===== src/rtl/phase_clk_gen_if.sv =====
// Control and gate-drive bundle for the two-phase clock generator.
// master drives the run/step controls; slave is the generator itself.
interface phase_clk_gen_if #(
  parameter int CNT_W = 16
);
  logic             run;
  logic             step_req;
  logic             phi1;
  logic             phi2;
  logic             sample;
  logic             sample_phase;
  logic [CNT_W-1:0] half_cnt;
  logic             busy;

  modport master (
    output run, step_req,
    input  phi1, phi2, sample, sample_phase, half_cnt, busy
  );

  modport slave (
    input  run, step_req,
    output phi1, phi2, sample, sample_phase, half_cnt, busy
  );
endinterface


===== src/rtl/phase_clk_gen.sv =====
// Two-phase non-overlapping clock generator for the switch-level 6502 netlist.
// Each half-cycle holds one phase high for PHASE_CYCLES clocks, then both low
// for GAP_CYCLES clocks; a one-cycle sample strobe marks the last gap cycle.
module phase_clk_gen #(
  parameter int PHASE_CYCLES = 8,
  parameter int GAP_CYCLES   = 2,
  parameter int CNT_W        = 16
) (
  input  logic           clk,
  input  logic           rst,
  phase_clk_gen_if.slave bus
);

  // Timer only ever holds (cycles remaining - 1) of the longer state.
  localparam int MAX_HOLD = (PHASE_CYCLES > GAP_CYCLES) ? PHASE_CYCLES : GAP_CYCLES;
  localparam int TW       = (MAX_HOLD > 1) ? $clog2(MAX_HOLD) : 1;

  localparam logic [TW-1:0] PHASE_LOAD = TW'(PHASE_CYCLES - 1);
  localparam logic [TW-1:0] GAP_LOAD   = TW'(GAP_CYCLES - 1);

  typedef enum logic [1:0] {IDLE, PHASE, GAP} state_t;
  typedef enum logic {PH1 = 1'b0, PH2 = 1'b1} phase_t;

  state_t           state;
  phase_t           next_phase;
  logic [TW-1:0]    cnt;
  logic             phi1;
  logic             phi2;
  logic             sample;
  logic             sample_phase;
  logic [CNT_W-1:0] half_cnt;
  logic             busy;
  logic             enter_last_gap;

  // Flags the edge that moves into the final gap cycle of a half-cycle.
  always_comb begin
    // NOTE: default first so every path assigns it; no latch is inferred.
    enter_last_gap = 1'b0;
    if (state == PHASE && cnt == '0 && GAP_CYCLES == 1)
      enter_last_gap = 1'b1;
    else if (state == GAP && cnt == TW'(1))
      enter_last_gap = 1'b1;
  end

  // Phase sequencer: state, timer, gate drives and strobe, all registered.
  always_ff @(posedge clk) begin
    // NOTE: non-blocking assignments so every register updates from pre-edge values.
    if (rst) begin
      state        <= IDLE;
      next_phase   <= PH1;
      cnt          <= '0;
      phi1         <= 1'b0;
      phi2         <= 1'b0;
      sample       <= 1'b0;
      sample_phase <= 1'b0;
      half_cnt     <= '0;
      busy         <= 1'b0;
    end else begin
      if (enter_last_gap) begin
        sample       <= 1'b1;
        sample_phase <= next_phase;
        half_cnt     <= half_cnt + CNT_W'(1);
      end else begin
        sample <= 1'b0;
      end

      case (state)
        IDLE: begin
          if (bus.run || bus.step_req) begin
            state <= PHASE;
            cnt   <= PHASE_LOAD;
            busy  <= 1'b1;
            phi1  <= (next_phase == PH1);
            phi2  <= (next_phase == PH2);
          end
        end

        PHASE: begin
          if (cnt == '0) begin
            state <= GAP;
            cnt   <= GAP_LOAD;
            phi1  <= 1'b0;
            phi2  <= 1'b0;
          end else begin
            cnt <= cnt - TW'(1);
          end
        end

        GAP: begin
          if (cnt == '0) begin
            // run is only looked at here, so a mid-half drop still finishes it.
            next_phase <= (next_phase == PH1) ? PH2 : PH1;
            if (bus.run) begin
              state <= PHASE;
              cnt   <= PHASE_LOAD;
              phi1  <= (next_phase == PH2);
              phi2  <= (next_phase == PH1);
            end else begin
              state <= IDLE;
              busy  <= 1'b0;
            end
          end else begin
            cnt <= cnt - TW'(1);
          end
        end

        default: state <= IDLE;
      endcase
    end
  end

  assign bus.phi1         = phi1;
  assign bus.phi2         = phi2;
  assign bus.sample       = sample;
  assign bus.sample_phase = sample_phase;
  assign bus.half_cnt     = half_cnt;
  assign bus.busy         = busy;

endmodule


===== src/flat_wrapper.sv =====
// flat-port wrapper written by rule: the top's interface ports become plain ports
module phase_clk_gen_flat 
#(
  parameter int PHASE_CYCLES = 8,
  parameter int GAP_CYCLES   = 2,
  parameter int CNT_W        = 16
)
  (clk, rst, bus_run, bus_step_req, bus_phi1, bus_phi2, bus_sample, bus_sample_phase, bus_half_cnt, bus_busy);
  phase_clk_gen_if #(.CNT_W(CNT_W)) bus_i ();
  input  logic clk;
  input  logic rst;
  input wire logic [$bits(bus_i.run)-1:0] bus_run;
  input wire logic [$bits(bus_i.step_req)-1:0] bus_step_req;
  output wire logic [$bits(bus_i.phi1)-1:0] bus_phi1;
  output wire logic [$bits(bus_i.phi2)-1:0] bus_phi2;
  output wire logic [$bits(bus_i.sample)-1:0] bus_sample;
  output wire logic [$bits(bus_i.sample_phase)-1:0] bus_sample_phase;
  output wire logic [$bits(bus_i.half_cnt)-1:0] bus_half_cnt;
  output wire logic [$bits(bus_i.busy)-1:0] bus_busy;
  assign bus_i.run = bus_run;
  assign bus_i.step_req = bus_step_req;
  assign bus_phi1 = bus_i.phi1;
  assign bus_phi2 = bus_i.phi2;
  assign bus_sample = bus_i.sample;
  assign bus_sample_phase = bus_i.sample_phase;
  assign bus_half_cnt = bus_i.half_cnt;
  assign bus_busy = bus_i.busy;
  phase_clk_gen #(.PHASE_CYCLES(PHASE_CYCLES), .GAP_CYCLES(GAP_CYCLES), .CNT_W(CNT_W)) u_core (.clk(clk), .rst(rst), .bus(bus_i));
endmodule

===== config.mk =====
export PLATFORM = sky130hd
export DESIGN_NAME = phase_clk_gen_flat
export DESIGN_NICKNAME = d
export VERILOG_FILES = /design/src/rtl/phase_clk_gen_if.sv /design/src/rtl/phase_clk_gen.sv /design/src/flat_wrapper.sv
export SDC_FILE = /design/constraint.sdc
export NUM_CORES = 1
export LEC_CHECK = 0
export ABC_CLOCK_PERIOD_IN_PS = 2800
export CORE_MARGIN = 1
export CORE_UTILIZATION = 55
export DETAILED_ROUTE_END_ITERATION = 8
export PLACE_DENSITY = 0.95
export SLEW_MARGIN = 15
export SYNTH_ARGS = -nofsm -noshare
export SYNTH_HDL_FRONTEND = slang
export SYNTH_SLANG_ARGS = --single-unit

===== constraint.sdc =====
create_clock -name clk -period 2.8 [get_ports clk]
set_input_delay 0.56 -clock clk [delete_from_list [all_inputs] [get_ports clk]]
set_output_delay 0.56 -clock clk [all_outputs]
set_load 0.005 [all_outputs]

==> flow_metrics.tcl <==
set metrics [dict create \
    synth.top_cell.area_share_pct 39.7 \
    worst_pin_slew_ns 0.458 \
    clk_pin_slew_worst_paths_ns 0.14 \
    startpoint_type "register" \
    ys_warn_count 0 \
    gp_congestion 0.811 \
    ir_drop_mv 0.468 \
    nets 187 \
    ys_seq_area_share_pct 39.7 \
    cts_sinks 27 \
    drt-wirelength-per-cell_um 13.2 \
    synth_fp_nets 161 \
    grt.met1_usage_pct 25.6 \
    skew_ns 0.00327 \
    met2_usage_pct 43.1 \
    outcome "complete, no violations" \
    antenna_cells 0 \
    maxCapViolCount 0 \
    clock_latency_ns 0.31 \
    fillCellCount 164 \
    hold_violations 0 \
    area_delta_synth_final_pct 21.7 \
    synth-edff-count 0 \
    rsz0062_at_grt "no" \
    vias 1182 \
    worstPathArrival_ns 2.15 \
    cts_inserted_buffers 3 \
    synthArstFlopShare_pct 0 \
    row_count 17 \
    grt_first_pass_wirelength_mm 4.57 \
    crit_type "register to register" \
    clock_path_buffers 2 \
    drtIter0Drc 15 \
    synth.avg_cell_area_um2 9.02 \
    drc 0 \
    htreeDepth 1 \
    cts_resized 0 \
    drv_slew 0 \
    post_cts_buffers 0 \
    finalSetupTns_ns 0 \
    antenna_found_initial 0 \
    ff_latch_area_um2 541 \
    grtUsageTotal_pct 22.4 \
    synthCells 151 \
    initial_core_util_pct 59.8 \
    drive_above_1_share_pct 10.2 \
    synth.area.top_cells "dfxtp_1, a21oi_1, ha_1" \
    io_buffers 24 \
    synth_cell_type_count 42 \
    slew_headroom_pct 69.3 \
    cts_tree "yes" \
    grt_most_used_layer "met2" \
    met3_usage_pct 2.92 \
    dr.pass1.iters 4 \
    drtAntennaViolNets 0 \
    ys_top_cells_by_count "dfxtp_1, nor2_1, a21oi_1" \
    syn_area_um2 1360 \
    utilization_pct 72.8 \
    dieArea_um2 2680 \
    coreArea_um2 2280 \
    cp.required_ns 3.02 \
    grt.overflow.total 0 \
    drt-total-wl_mm 2.70 \
    power_density_nw_per_um2 625 \
    first_global_vias 1095 \
    ys.flop_type "dfxtp_1" \
    die_h_um 51.8 \
    finalCritPeriodShare_pct 69.0 \
    ys_seq_elements 27 \
    end_kind "register" \
    multi_input_area_um2 781 \
    cp_max_fo 10 \
    yosysMostFrequentCell "dfxtp_1" \
    postCtsHoldBufs 0 \
    viasPerCell 5.79 \
    die_w_um 51.8 \
    synth_area_leader_cell "dfxtp_1" \
    p_leak_nw 0.581 \
    hold_class "register to register" \
    clock-root-buffer "clkbuf_4" \
    hpwl_mm 2.08 \
    fin_crit_ns 1.93 \
    max_freq_ghz 0.517 \
    regToRegSetupSlack_ns 0.87 \
    grt_start_max_net_pins 24 \
    io_pins 25 \
    finalSetupViolCount 0 \
]
==> layout make-up <==
class | instances | area share [%]
tap | 28 | 2.11
multi-input combinational | 114 | 47.1
clock buffer | 4 | 1.59
inverter | 5 | 1.13
timing repair buffer | 26 | 15.4
sequential | 27 | 32.6
==> stage by stage <==
stage | power (W) | std cells | hold slack [ns] | area (um2) | worst slack (ns)
3_5_place_dp | 0.000875 | 200 | 0.493 | 1630 | 0.676
5_1_grt | 0.00110 | 204 | 0.547 | 1660 | 0.751
2_1_floorplan | 0.000762 | 151 | 0.453 | 1360 | 1.06
6_report | 0.00104 | 204 | 0.516 | 1660 | 0.868
4_1_cts | 0.00104 | 204 | 0.519 | 1660 | 0.881
3_3_place_gp | 0.000841 | 200 | 0.452 | 1630 | 0.775
==> final timing paths <==
kind | depth (start not counted) | from | end
min reg2reg | 2 | u_core.bus.half_cnt[1]$_SDFFE_PP0P_ | u_core.bus.half_cnt[1]$_SDFFE_PP0P_
max | 7 | u_core.state[0]$_SDFFE_PP0P_ | u_core.bus.half_cnt[15]$_SDFFE_PP0P_
max reg2reg | 7 | u_core.state[0]$_SDFFE_PP0P_ | u_core.bus.half_cnt[15]$_SDFFE_PP0P_
min | 2 | u_core.bus.half_cnt[1]$_SDFFE_PP0P_ | u_core.bus.half_cnt[1]$_SDFFE_PP0P_
==> metal layers <==
layer  wire length, um  up-vias
met1              1150      565
met3                89        2
met5                 0        -
met2              1440       26
li1                  -      589
met4                17        0
==> where the power goes <==
group	switching, W	internal [W]
Clock	0.000108	0.0000557
Sequential	0.0000570	0.000432
Combinational	0.000196	0.000187
==> state kept, by name, indices dropped and copies added, names as in the netlist <==
name	cells
u_core.cnt	3
u_core.bus.phi1	1
u_core.bus.phi2	1
u_core.bus.sample	1
u_core.bus.sample_phase	1
u_core.next_phase	1
u_core.state	2
u_core.bus.busy	1
u_core.bus.half_cnt	16
==> worst max-delay path, stage by stage, from the launching register on <==
cell,delay [ns]
dfxtp_1,0.37
inv_1,0.11
ha_1,0.29
nand4bb_1,0.13
buf_4,0.18
and4bb_2,0.34
nand3_1,0.11
mux2_4,0.30
==> kinds of logic after synthesis <==
family / after synthesis / synth area share (%)
buffers and inverters: 10 / 2.94
XOR/XNOR: 11 / 7.08
adder cells (fa/ha/maj): 6 / 5.51
AND/OR/NAND/NOR: 62 / 26.0
flip-flops: 27 / 39.7
AO/OA/AOI/OAI: 32 / 16.1
multiplexers: 3 / 2.67
==> layout by cell type, fill, tap and decap left out, drive strengths merged, types with 3 or more instances in the layout <==
cell type / n
o21ai: 5
xnor2: 7
a311oi: 4
a21oi: 15
inv: 5
or3: 3
nand2: 11
clkbuf: 4
ha: 6
xor2: 4
nand3: 4
nor2: 18
clkdlybuf4s50: 24
nand4: 6
dfxtp: 27
Power figures use the tool's default switching activity.
